[config.mk]
export PLATFORM = sky130hd
export DESIGN_NAME = ren_wb_slave_fanout_flat
export DESIGN_NICKNAME = d
export VERILOG_FILES = /design/src/rtl/ren_wb_slave_fanout_pkg.sv /design/src/rtl/ren_wb_slave_fanout_if.sv /design/src/rtl/ren_wb_slave_fanout_csr.sv /design/src/rtl/ren_wb_slave_fanout.sv /design/src/flat_wrapper.sv
export SDC_FILE = /design/constraint.sdc
export NUM_CORES = 1
export LEC_CHECK = 0
export ABC_AREA = 1
export CAP_MARGIN = 20
export CORE_AREA = 4 4 190 192
export CTS_BUF_LIST = sky130_fd_sc_hd__clkbuf_2 sky130_fd_sc_hd__clkbuf_4 sky130_fd_sc_hd__clkbuf_8
export DETAILED_ROUTE_END_ITERATION = 8
export DIE_AREA = 0 0 194 196
export GPL_TIMING_DRIVEN = 0
export HOLD_SLACK_MARGIN = 0.06
export PLACE_DENSITY = 0.61
export SETUP_SLACK_MARGIN = 0.2
export SYNTH_ARGS = -nofsm -noshare
export SYNTH_HDL_FRONTEND = slang
export SYNTH_SLANG_ARGS = --single-unit
[constraint.sdc]
create_clock -name wb_clk_i -period 3.1 [get_ports wb_clk_i]
set_input_delay 0.62 -clock wb_clk_i [delete_from_list [all_inputs] [get_ports wb_clk_i]]
set_output_delay 0.62 -clock wb_clk_i [all_outputs]
set_load 0.01 [all_outputs]
[src/rtl/ren_wb_slave_fanout_pkg.sv]
// Shared types and constants for the Wishbone slave fan-out.
package ren_wb_pkg;

  // Transfer sequencing states
  typedef enum logic [1:0] {
    ST_IDLE = 2'd0,
    ST_WAIT = 2'd1,
    ST_RESP = 2'd2
  } fsm_state_e;

  // CSR word offsets (wbs_adr_i[3:2]) inside the CSR slot
  localparam logic [1:0] CSR_RST_CTRL = 2'd0;
  localparam logic [1:0] CSR_STATUS   = 2'd1;
  localparam logic [1:0] CSR_IRQ_EN   = 2'd2;
  localparam logic [1:0] CSR_ID       = 2'd3;

  // Identification and error response patterns
  localparam logic [31:0] REN_ID_BASE       = 32'h5245_4E00;
  localparam logic [31:0] ERR_TMO_DATA      = 32'hDEAD_0000;
  localparam logic [31:0] ERR_UNMAPPED_DATA = 32'hBADA_DD00;

  // Expand the four byte selects into a 32-bit bit mask
  function automatic logic [31:0] byte_mask(input logic [3:0] sel);
    return {{8{sel[3]}}, {8{sel[2]}}, {8{sel[1]}}, {8{sel[0]}}};
  endfunction

endpackage

[src/rtl/ren_wb_slave_fanout_if.sv]
// Host-side Wishbone port plus the downstream slave bundle of the fan-out.
// cyc/we/sel/dat/adr are shared by every slave; only the strobe is per slave.
interface ren_wb_slave_fanout_if #(
  parameter int NO_OF_SLAVES = 11
);
  logic                        wbs_cyc_i;
  logic                        wbs_stb_i;
  logic                        wbs_we_i;
  logic [3:0]                  wbs_sel_i;
  logic [31:0]                 wbs_dat_i;
  logic [31:0]                 wbs_adr_i;
  logic                        wbs_ack_o;
  logic [31:0]                 wbs_dat_o;
  logic [NO_OF_SLAVES-1:0]     m_wbs_stb_o;
  logic [NO_OF_SLAVES-1:0]     m_wb_rst_o;
  logic [NO_OF_SLAVES-1:0]     m_wbs_ack_i;
  logic [32*NO_OF_SLAVES-1:0]  m_wbs_dat_i;
  logic                        irq_o;

  // Seen from the fan-out itself
  modport slave (
    input  wbs_cyc_i, wbs_stb_i, wbs_we_i, wbs_sel_i, wbs_dat_i, wbs_adr_i,
    input  m_wbs_ack_i, m_wbs_dat_i,
    output wbs_ack_o, wbs_dat_o, m_wbs_stb_o, m_wb_rst_o, irq_o
  );

  // Seen from the host / environment driving the fan-out
  modport master (
    output wbs_cyc_i, wbs_stb_i, wbs_we_i, wbs_sel_i, wbs_dat_i, wbs_adr_i,
    output m_wbs_ack_i, m_wbs_dat_i,
    input  wbs_ack_o, wbs_dat_o, m_wbs_stb_o, m_wb_rst_o, irq_o
  );
endinterface

[src/rtl/ren_wb_slave_fanout_csr.sv]
// Local control/status registers: per-slave soft reset, sticky timeout
// status (write-1-to-clear), interrupt enable, ID and the interrupt line.
module ren_wb_csr
  import ren_wb_pkg::*;
#(
  parameter int NO_OF_SLAVES = 11
) (
  input  logic                    clk,
  input  logic                    rst_n,
  input  logic                    wr_en,
  input  logic [1:0]              offset,
  input  logic [31:0]             wdata,
  input  logic [3:0]              sel,
  input  logic [NO_OF_SLAVES-1:0] tmo_set,
  output logic [31:0]             rdata,
  output logic [NO_OF_SLAVES-1:0] rst_ctrl,
  output logic                    irq
);

  logic [NO_OF_SLAVES-1:0] rst_ctrl_r;
  logic [NO_OF_SLAVES-1:0] status_r;
  logic                    irq_en_r;
  logic                    irq_r;
  logic [31:0]             bmask_s;
  logic [31:0]             wbits_s;
  logic [NO_OF_SLAVES-1:0] status_clr_s;
  logic                    unused_wbits_s;

  assign bmask_s        = byte_mask(sel);
  assign wbits_s        = wdata & bmask_s;
  assign unused_wbits_s = ^{wbits_s[31:NO_OF_SLAVES], bmask_s[31:NO_OF_SLAVES]};

  // Bits of STATUS cleared by a W1C write this cycle
  always_comb begin
    status_clr_s = '0;
    if (wr_en && (offset == CSR_STATUS)) begin
      status_clr_s = wbits_s[NO_OF_SLAVES-1:0];
    end else begin
      status_clr_s = '0;
    end
  end

  // RST_CTRL: byte-masked write of the per-slave soft reset bits
  always_ff @(posedge clk or negedge rst_n) begin
    if (!rst_n) begin
      rst_ctrl_r <= '0;
    end else if (wr_en && (offset == CSR_RST_CTRL)) begin
      rst_ctrl_r <= (rst_ctrl_r & ~bmask_s[NO_OF_SLAVES-1:0]) | wbits_s[NO_OF_SLAVES-1:0];
    end
  end

  // STATUS: sticky timeout flags; a simultaneous timeout set beats the clear
  always_ff @(posedge clk or negedge rst_n) begin
    if (!rst_n) begin
      status_r <= '0;
    end else begin
      status_r <= (status_r & ~status_clr_s) | tmo_set;
    end
  end

  // IRQ_EN: single enable bit in byte 0
  always_ff @(posedge clk or negedge rst_n) begin
    if (!rst_n) begin
      irq_en_r <= 1'b0;
    end else if (wr_en && (offset == CSR_IRQ_EN) && sel[0]) begin
      irq_en_r <= wdata[0];
    end
  end

  // Registered interrupt: enabled and any slave has timed out
  always_ff @(posedge clk or negedge rst_n) begin
    if (!rst_n) begin
      irq_r <= 1'b0;
    end else begin
      irq_r <= irq_en_r & (|status_r);
    end
  end

  // Read mux; undefined bits read as zero
  always_comb begin
    rdata = 32'd0;
    case (offset)
      CSR_RST_CTRL: rdata = 32'(rst_ctrl_r);
      CSR_STATUS:   rdata = 32'(status_r);
      CSR_IRQ_EN:   rdata = {31'd0, irq_en_r};
      CSR_ID:       rdata = REN_ID_BASE | 32'(NO_OF_SLAVES);
      default:      rdata = 32'd0;
    endcase
  end

  assign rst_ctrl = rst_ctrl_r;
  assign irq      = irq_r;

endmodule

[src/rtl/ren_wb_slave_fanout.sv]
// Wishbone fan-out: routes each host transfer to one of NO_OF_SLAVES slaves
// by address slot, registers the response, times out silent slaves and
// hosts a local CSR slot in the top slot.
module ren_wb_slave_fanout
  import ren_wb_pkg::*;
#(
  parameter int NO_OF_SLAVES  = 11,
  parameter int SLV_SEL_LSB   = 16,
  parameter int SLV_SEL_WIDTH = 4,
  parameter int TMO_WIDTH     = 8
) (
  input logic                   wb_clk_i,
  input logic                   wb_rst_i,
  ren_wb_slave_fanout_if.slave  bus
);

  localparam logic [SLV_SEL_WIDTH-1:0] CSR_SLOT  = '1;
  localparam logic [SLV_SEL_WIDTH-1:0] NUM_SLOTS = SLV_SEL_WIDTH'(NO_OF_SLAVES);
  localparam logic [TMO_WIDTH-1:0]     TMO_LIMIT = '1;

  fsm_state_e               state_r;
  logic [SLV_SEL_WIDTH-1:0] slot_r;
  logic [TMO_WIDTH-1:0]     tmo_cnt_r;
  logic                     ack_r;
  logic [31:0]              dat_r;

  logic                     req_s;
  logic                     active_s;
  logic [SLV_SEL_WIDTH-1:0] slot_s;
  logic                     is_slave_s;
  logic                     is_csr_s;
  logic                     sel_ack_s;
  logic [31:0]              sel_dat_s;
  logic [NO_OF_SLAVES-1:0]  stb_s;
  logic [NO_OF_SLAVES-1:0]  tmo_set_s;
  logic                     slave_ack_s;
  logic                     tmo_hit_s;
  logic                     go_resp_s;
  logic                     csr_wr_s;
  logic [31:0]              csr_rdata_s;
  logic [31:0]              resp_dat_s;
  logic [NO_OF_SLAVES-1:0]  rst_ctrl_s;
  logic                     irq_s;
  logic                     unused_adr_s;

  assign req_s        = bus.wbs_cyc_i & bus.wbs_stb_i;
  assign slot_s       = bus.wbs_adr_i[SLV_SEL_LSB +: SLV_SEL_WIDTH];
  assign active_s     = (state_r == ST_WAIT) && req_s;
  assign is_slave_s   = (slot_r < NUM_SLOTS);
  assign is_csr_s     = (slot_r == CSR_SLOT);
  assign unused_adr_s = ^bus.wbs_adr_i;

  // Per-slave decode: strobe, timeout flag and selected ack/data
  always_comb begin
    sel_ack_s = 1'b0;
    sel_dat_s = 32'd0;
    stb_s     = '0;
    tmo_set_s = '0;
    for (int i = 0; i < NO_OF_SLAVES; i++) begin
      if (slot_r == SLV_SEL_WIDTH'(i)) begin
        sel_ack_s    = bus.m_wbs_ack_i[i];
        sel_dat_s    = bus.m_wbs_dat_i[32*i +: 32];
        stb_s[i]     = active_s;
        tmo_set_s[i] = tmo_hit_s;
      end else begin
        stb_s[i]     = 1'b0;
        tmo_set_s[i] = 1'b0;
      end
    end
  end

  // A slave ack beats the timeout when both happen in the same cycle
  assign slave_ack_s = active_s && is_slave_s && sel_ack_s;
  assign tmo_hit_s   = active_s && is_slave_s && !sel_ack_s && (tmo_cnt_r == TMO_LIMIT);
  assign go_resp_s   = slave_ack_s || tmo_hit_s || (active_s && !is_slave_s);
  assign csr_wr_s    = active_s && is_csr_s && bus.wbs_we_i;

  // Response data for the transfer completing this cycle
  always_comb begin
    resp_dat_s = 32'd0;
    if (is_slave_s) begin
      if (slave_ack_s) begin
        resp_dat_s = sel_dat_s;
      end else begin
        resp_dat_s = ERR_TMO_DATA | 32'(slot_r);
      end
    end else if (is_csr_s) begin
      resp_dat_s = csr_rdata_s;
    end else begin
      resp_dat_s = ERR_UNMAPPED_DATA;
    end
  end

  // Transfer FSM with registered ack/data, latched slot and timeout counter
  always_ff @(posedge wb_clk_i or negedge wb_rst_i) begin
    if (!wb_rst_i) begin
      state_r   <= ST_IDLE;
      slot_r    <= '0;
      tmo_cnt_r <= '0;
      ack_r     <= 1'b0;
      dat_r     <= 32'd0;
    end else begin
      case (state_r)
        ST_IDLE: begin
          ack_r <= 1'b0;
          if (req_s) begin
            slot_r    <= slot_s;
            tmo_cnt_r <= '0;
            state_r   <= ST_WAIT;
          end
        end
        ST_WAIT: begin
          if (!req_s) begin
            state_r <= ST_IDLE;
          end else if (go_resp_s) begin
            state_r <= ST_RESP;
            ack_r   <= 1'b1;
            dat_r   <= resp_dat_s;
          end else begin
            tmo_cnt_r <= tmo_cnt_r + TMO_WIDTH'(1);
          end
        end
        ST_RESP: begin
          ack_r   <= 1'b0;
          state_r <= ST_IDLE;
        end
        default: begin
          ack_r   <= 1'b0;
          state_r <= ST_IDLE;
        end
      endcase
    end
  end

  ren_wb_csr #(
    .NO_OF_SLAVES (NO_OF_SLAVES)
  ) u_csr (
    .clk      (wb_clk_i),
    .rst_n    (wb_rst_i),
    .wr_en    (csr_wr_s),
    .offset   (bus.wbs_adr_i[3:2]),
    .wdata    (bus.wbs_dat_i),
    .sel      (bus.wbs_sel_i),
    .tmo_set  (tmo_set_s),
    .rdata    (csr_rdata_s),
    .rst_ctrl (rst_ctrl_s),
    .irq      (irq_s)
  );

  assign bus.wbs_ack_o   = ack_r;
  assign bus.wbs_dat_o   = dat_r;
  assign bus.m_wbs_stb_o = stb_s;
  assign bus.irq_o       = irq_s;
  // Slaves are held in reset for as long as the fan-out itself is
  assign bus.m_wb_rst_o  = rst_ctrl_s | {NO_OF_SLAVES{~wb_rst_i}};

endmodule
[src/flat_wrapper.sv]
// flat-port wrapper written by rule: the top's interface ports become plain ports
module ren_wb_slave_fanout_flat import ren_wb_pkg::*;
#(
  parameter int NO_OF_SLAVES  = 11,
  parameter int SLV_SEL_LSB   = 16,
  parameter int SLV_SEL_WIDTH = 4,
  parameter int TMO_WIDTH     = 8
)
  (wb_clk_i, wb_rst_i, bus_wbs_cyc_i, bus_wbs_stb_i, bus_wbs_we_i, bus_wbs_sel_i, bus_wbs_dat_i, bus_wbs_adr_i, bus_m_wbs_ack_i, bus_m_wbs_dat_i, bus_wbs_ack_o, bus_wbs_dat_o, bus_m_wbs_stb_o, bus_m_wb_rst_o, bus_irq_o);
  ren_wb_slave_fanout_if #(.NO_OF_SLAVES(NO_OF_SLAVES)) bus_i ();
  input logic wb_clk_i;
  input logic wb_rst_i;
  input wire logic [$bits(bus_i.wbs_cyc_i)-1:0] bus_wbs_cyc_i;
  input wire logic [$bits(bus_i.wbs_stb_i)-1:0] bus_wbs_stb_i;
  input wire logic [$bits(bus_i.wbs_we_i)-1:0] bus_wbs_we_i;
  input wire logic [$bits(bus_i.wbs_sel_i)-1:0] bus_wbs_sel_i;
  input wire logic [$bits(bus_i.wbs_dat_i)-1:0] bus_wbs_dat_i;
  input wire logic [$bits(bus_i.wbs_adr_i)-1:0] bus_wbs_adr_i;
  input wire logic [$bits(bus_i.m_wbs_ack_i)-1:0] bus_m_wbs_ack_i;
  input wire logic [$bits(bus_i.m_wbs_dat_i)-1:0] bus_m_wbs_dat_i;
  output wire logic [$bits(bus_i.wbs_ack_o)-1:0] bus_wbs_ack_o;
  output wire logic [$bits(bus_i.wbs_dat_o)-1:0] bus_wbs_dat_o;
  output wire logic [$bits(bus_i.m_wbs_stb_o)-1:0] bus_m_wbs_stb_o;
  output wire logic [$bits(bus_i.m_wb_rst_o)-1:0] bus_m_wb_rst_o;
  output wire logic [$bits(bus_i.irq_o)-1:0] bus_irq_o;
  assign bus_i.wbs_cyc_i = bus_wbs_cyc_i;
  assign bus_i.wbs_stb_i = bus_wbs_stb_i;
  assign bus_i.wbs_we_i = bus_wbs_we_i;
  assign bus_i.wbs_sel_i = bus_wbs_sel_i;
  assign bus_i.wbs_dat_i = bus_wbs_dat_i;
  assign bus_i.wbs_adr_i = bus_wbs_adr_i;
  assign bus_i.m_wbs_ack_i = bus_m_wbs_ack_i;
  assign bus_i.m_wbs_dat_i = bus_m_wbs_dat_i;
  assign bus_wbs_ack_o = bus_i.wbs_ack_o;
  assign bus_wbs_dat_o = bus_i.wbs_dat_o;
  assign bus_m_wbs_stb_o = bus_i.m_wbs_stb_o;
  assign bus_m_wb_rst_o = bus_i.m_wb_rst_o;
  assign bus_irq_o = bus_i.irq_o;
  ren_wb_slave_fanout #(.NO_OF_SLAVES(NO_OF_SLAVES), .SLV_SEL_LSB(SLV_SEL_LSB), .SLV_SEL_WIDTH(SLV_SEL_WIDTH), .TMO_WIDTH(TMO_WIDTH)) u_core (.wb_clk_i(wb_clk_i), .wb_rst_i(wb_rst_i), .bus(bus_i));
endmodule
After elaboration in Yosys (flattened, before gate mapping)
Cells that the tools add are included.

Output and inout bits: 56. Input bits: 436. Word-level logic and storage cells: 129. Register bits: 71.

Bitwise logic cells: 11. Eq/ne operators: 21. Reduce and logical (&&, ||, !) cells: 26. Magnitude comparators: 1. Muxes and demuxes: 60. $add $sub $neg: 1.

Operators by type and width (number): 32-bit two-way mux (14); 32-bit one-hot mux with 4 select lines (1); 1-bit two-way mux (36); 11-bit bitwise AND (3); 11-bit OR (3); 8-bit two-way mux (3); 11-bit inverter (2); 4-bit by 3-bit == test with 1-bit output, second input constant (4); 4-bit == test, second input constant (4); 8-bit one-hot mux with 2 select lines (1); 1-bit logical AND (12); 11-bit two-way mux (1); 11-bit OR reduction (1); 8-bit by 1-bit adder with 8-bit output, second input constant (1); 4-bit by 2-bit == test with 1-bit output, second input constant (2); 8-bit == test, second input constant (1); 2-bit two-way mux (3); 2-bit by 1-bit inequality test with 1-bit output, second input constant (3); 2-bit AND reduction (3); 2-bit by 1-bit == test with 1-bit output, second input constant (2); 2-bit == test, second input constant (2); 4-bit by 1-bit == test with 1-bit output, second input constant (1); 2-bit zero test (2); 4-bit zero test (1); 11 further kinds (14).

Logic depth before layout (Yosys ltp)
Depth after elaboration: 20. Mapped depth: 16. Mapped depth without buffers: 16.

Modules after synthesis
From an unflattened synthesis, not the netlist that was laid out.

Cell total of the unflattened synthesis: 1182. Area, all modules: 6638.9 um^2.

Modules (own cells, without submodules): ren_wb_slave_fanout (sequential area each 1176.1 um^2, times used 1, cells an instance 1012, area an instance 5305.1 um^2); ren_wb_csr (sequential area each 600.6 um^2, times used 1, cells an instance 170, area an instance 1333.8 um^2).

Least setup slack after synthesis
OpenSTA, ideal clock, no wires.

Path kind: flip-flop to output port. From: register u_core.slot_r[1]. To: output bus_m_wbs_stb_o[9]. Arrival: 1449 ps. Required time: 2480 ps. Path buffers: 1. Stages on the path, launching flop included: 7. Setup slack: 1031 ps. Cell sequence: dfrtp_1 inv_1 nand2_1 nor2_1 clkbuf_1 inv_1 nor2_1.

Cells in the longest elaborated chain, start to end: 2.

RTL lines: from (decl) (RTL line ren_wb_slave_fanout.sv:22) `logic [SLV_SEL_WIDTH-1:0] slot_r;`; from (signal assigned) (RTL line ren_wb_slave_fanout.sv:107) `slot_r <= slot_s;`; 4-bit == test (RTL line ren_wb_slave_fanout.sv:60) `if (slot_r == SLV_SEL_WIDTH'(i)) begin`; 1-bit two-way mux (RTL line ren_wb_slave_fanout.sv:60); to (decl) (RTL line flat_wrapper.sv:23) `output wire logic [$bits(bus_i.m_wbs_stb_o)-1:0] bus_m_wbs_stb_o;`.

No other way between the ends.

Worst setup path in the final report
From: input bus_wbs_cyc_i. To: output bus_m_wbs_stb_o[10].

Cells in the longest elaborated chain, start to end: 3.

RTL lines: from (decl) (RTL line flat_wrapper.sv:13) `input wire logic [$bits(bus_i.wbs_cyc_i)-1:0] bus_wbs_cyc_i;`; 1-bit bitwise AND (RTL line ren_wb_slave_fanout.sv:46) `assign req_s = bus.wbs_cyc_i & bus.wbs_stb_i;`; 1-bit logical AND (RTL line ren_wb_slave_fanout.sv:48) `assign active_s = (state_r == ST_WAIT) && req_s;`; 1-bit two-way mux (RTL line ren_wb_slave_fanout.sv:60).

No other way between the ends.

==> results.json <==
{
  "run_status": "completed",
  "grt_use_total_pct": 21.8,
  "synth-async-reset-ratio_pct": 100,
  "crit_family": "buffers and inverters",
  "row_count": 68,
  "dp_hpwl_um": 37300,
  "syn_avg_cell_area_sq_um": 5.82,
  "path_max_fanout": 10,
  "die_h_um": 196,
  "htree_levels": 3,
  "hold_viol": 0,
  "clk_latency_ps": 370,
  "drt-pass1-iter-count": 5,
  "yosys_warnings": 0,
  "power.total_mw": 4.21,
  "crit_slowest_cell": "clkdlybuf4s50_1",
  "holdBufCountCts": 0,
  "netlist_area_sq_mm": 0.00636,
  "num-nets-final": 1988,
  "crit_path_frequent_cell": "clkdlybuf4s50_1",
  "grt_first_pass_wirelength_um": 61900,
  "cp.arrival_ps": 2240,
  "core_area_sq_mm": 0.0344,
  "ctsRootBufferMaster": "clkbuf_8",
  "grt_antenna_before_repair": 7,
  "pre_cts_ws_ps": -352,
  "antenna_left": 0,
  "cts.sinks": 71,
  "wl_per_cell_um": 21.5,
  "fmax_mhz": 349,
  "synth_edf_count": 0,
  "crit_type": "input port to primary output",
  "layout_min_cycle_time_ps": 2860,
  "grt_pass1_vias": 9397,
  "endpoint_kind": "primary output",
  "num_vias": 8966,
  "start_kind": "input port",
  "gp_congestion": 0.946,
  "drc_errors": 0,
  "cap_violations": 0,
  "wl_um": 43300,
  "cp_slowest_stage_delay_ps": 540,
  "fin_cells": 2014,
  "path_cells": "clkdlybuf4s50_1 -> nand2_1 -> nor2_4 -> inv_1 -> clkbuf_8 -> nor2_1 -> clkdlybuf4s50_1",
  "io_buffers": 439,
  "min_path_type": "input port to async pin",
  "setup_viol_count_final": 0,
  "cts_inserted_buffers": 9,
  "synthDistinctLibCells": 38,
  "synth_seq_cells": 71,
  "slew_headroom_pct": 40.0,
  "grt_max_degree": 56,
  "drive_above_1_share_pct": 8.10,
  "synth_top_flop_cell": "dfrtp_1",
  "slew_viol_final": 0,
  "cts_tree": "yes",
  "initialDrtViolationCount": 650,
  "grt_setup_unrepaired": "false",
  "die_x_um": 194,
  "clk_path_buf_depth": 2,
  "finalSetupTns_ps": 0,
  "syn2layout_area_growth_pct": 84.7,
  "synthCells": 1093,
  "synth_fp_nets": 1530,
  "die-area_sq_mm": 0.0380,
  "overflow": 0,
  "min_period_over_period_pct": 92.4,
  "fin_worst_skew_ps": 17.3,
  "worst_pin_slew_ps": 900,
  "p_leak_nw": 5.12,
  "critPathRequiredTime_ps": 2480,
  "holdWs_ps": 124,
  "critPathBufInv": 4,
  "ir_drop_uv": 171,
  "via_per_inst": 4.45,
  "dp_cells": 1988,
  "path_clk_slew_ps": 90,
  "seq_area_frac_synth_pct": 27.9,
  "ioPinCount": 492,
  "initial_core_util_pct": 18.5,
  "power.density_mw_per_mm2": 358,
  "timing.final.ws_setup_ps": 236
}
-- worst register-to-register path: stages, from the launching register on --
cell and delay (ps):
dfrtp_2 490, inv_2 90, nand2_2 180, nor2_4 60, buf_4 160, clkbuf_1 400, a21oi_1 260, nand4_1 130
o21ai_0 210, nand4_1 200, o21ai_0 370, nand2_1 90
-- cell families (layout without fill, tap and decap cells) --
group / after synthesis / in the layout / synth area share [%]
other: 0 / 4 / 0
buffers and inverters: 154 / 616 / 9.77
AND/OR/NAND/NOR: 718 / 718 / 48.7
XOR/XNOR: 2 / 2 / 0.275
flip-flops: 71 / 71 / 27.9
AO/OA/AOI/OAI: 138 / 138 / 11.5
adder cells (fa/ha/maj): 1 / 1 / 0.197
multiplexers: 9 / 9 / 1.59
-- metrics by stage --
step           area [sq um]  util (%)
2_1_floorplan          6360         -
3_3_place_gp          11300      33.0
3_5_place_dp          11400      33.0
4_1_cts               11700      34.1
5_1_grt               11800      34.2
6_report              11800      34.2
-- cells in the final DEF (no fill, tap or decap), types with 6 or more instances in the layout --
cell type        synthesis  routed
a21oi_1                 57      57
buf_2                   13       9
buf_4                    0      13
buf_6                    3       6
clkbuf_1                33      25
clkbuf_8                 0      13
clkdlybuf4s50_1          0     429
dfrtp_1                 71      68
inv_1                   98      93
inv_2                    3       7
nand2_1                417     414
nand2_4                  4       6
nand3_1                 59      59
nand4_1                 59      59
nor2_1                 132     124
nor2_4                   1      11
o21ai_0                 66      65
o21ai_2                  7       7
or2_2                   26      26
-- power breakdown --
part,total [mW],switching [mW],internal (mW),leakage [nW]
logic,2.27,1.19,1.09,4.13
registers,1.24,0.127,1.12,0.906
clock network,0.699,0.391,0.308,0.0846
total,4.21,1.70,2.51,5.12
-- metal layers --
metal,vias to the layer above,GRT usage [%],wire (um)
met5,-,0,34
met1,4130,26.2,17700
met4,4,6.72,1280
met3,47,5.00,2890
met2,365,38.8,21300
li1,4420,-,-
-- cells in the mapped netlist (2+ instances only) --
master	instances	area, sq um
buf_1	2	7.51
o31ai_1	2	15.0
nand4_1	59	369
nand3b_1	2	15.0
dfrtp_1	71	1780
inv_1	98	368
nor2_1	132	495
buf_6	3	33.8
a31oi_1	2	12.5
mux2_2	5	56.3
nand2_4	4	45.0
or2_2	26	163
nand2_1	417	1570
nand3_1	59	295
o22ai_1	2	12.5
nor3_1	2	10.0
clkbuf_1	33	124
nor4_1	2	12.5
o21ai_0	66	330
o21ai_2	7	61.3
mux2_1	4	45.0
nand3_2	2	20.0
xor2_1	2	17.5
inv_2	3	11.3
nor2_2	4	25.0
nand2_2	4	25.0
buf_2	13	65.1
a21oi_1	57	285
-- worst paths after layout --
path                                           from                  endpoint  slack, ps  cells past startpoint
setup reg to reg                   u_core.slot_r[0]  u_core.bus.wbs_dat_o[21]        340                     11
hold / removal                             wb_rst_i                 async pin        120                      1
hold reg to reg            u_core.bus.wbs_dat_o[24]  u_core.bus.wbs_dat_o[24]        490                      2
setup / recovery                      bus_wbs_cyc_i       bus_m_wbs_stb_o[10]        240                      7
max in group asynchronous                  wb_rst_i          u_core.slot_r[2]       2390                      2
min in group wb_clk_i      u_core.bus.wbs_dat_o[24]  u_core.bus.wbs_dat_o[24]        490                      2
-- layout make-up --
type,instances,area [sq um]
buffer,50,293
timing repair buffer,448,4480
sequential,71,1780
tap,455,569
fill,3832,22600
clock inverter,5,33.8
multi-input combinational,868,4050
antenna,4,10.0
inverter,103,394
clock buffer,10,138
-- timing repair --
action	CTS	global route
endpoints found under the setup margin	24	7
pin swaps	8	1
resized for setup	56	13
cloned	0	0
buffers inserted	7	1
Power figures use the tool's default switching activity.
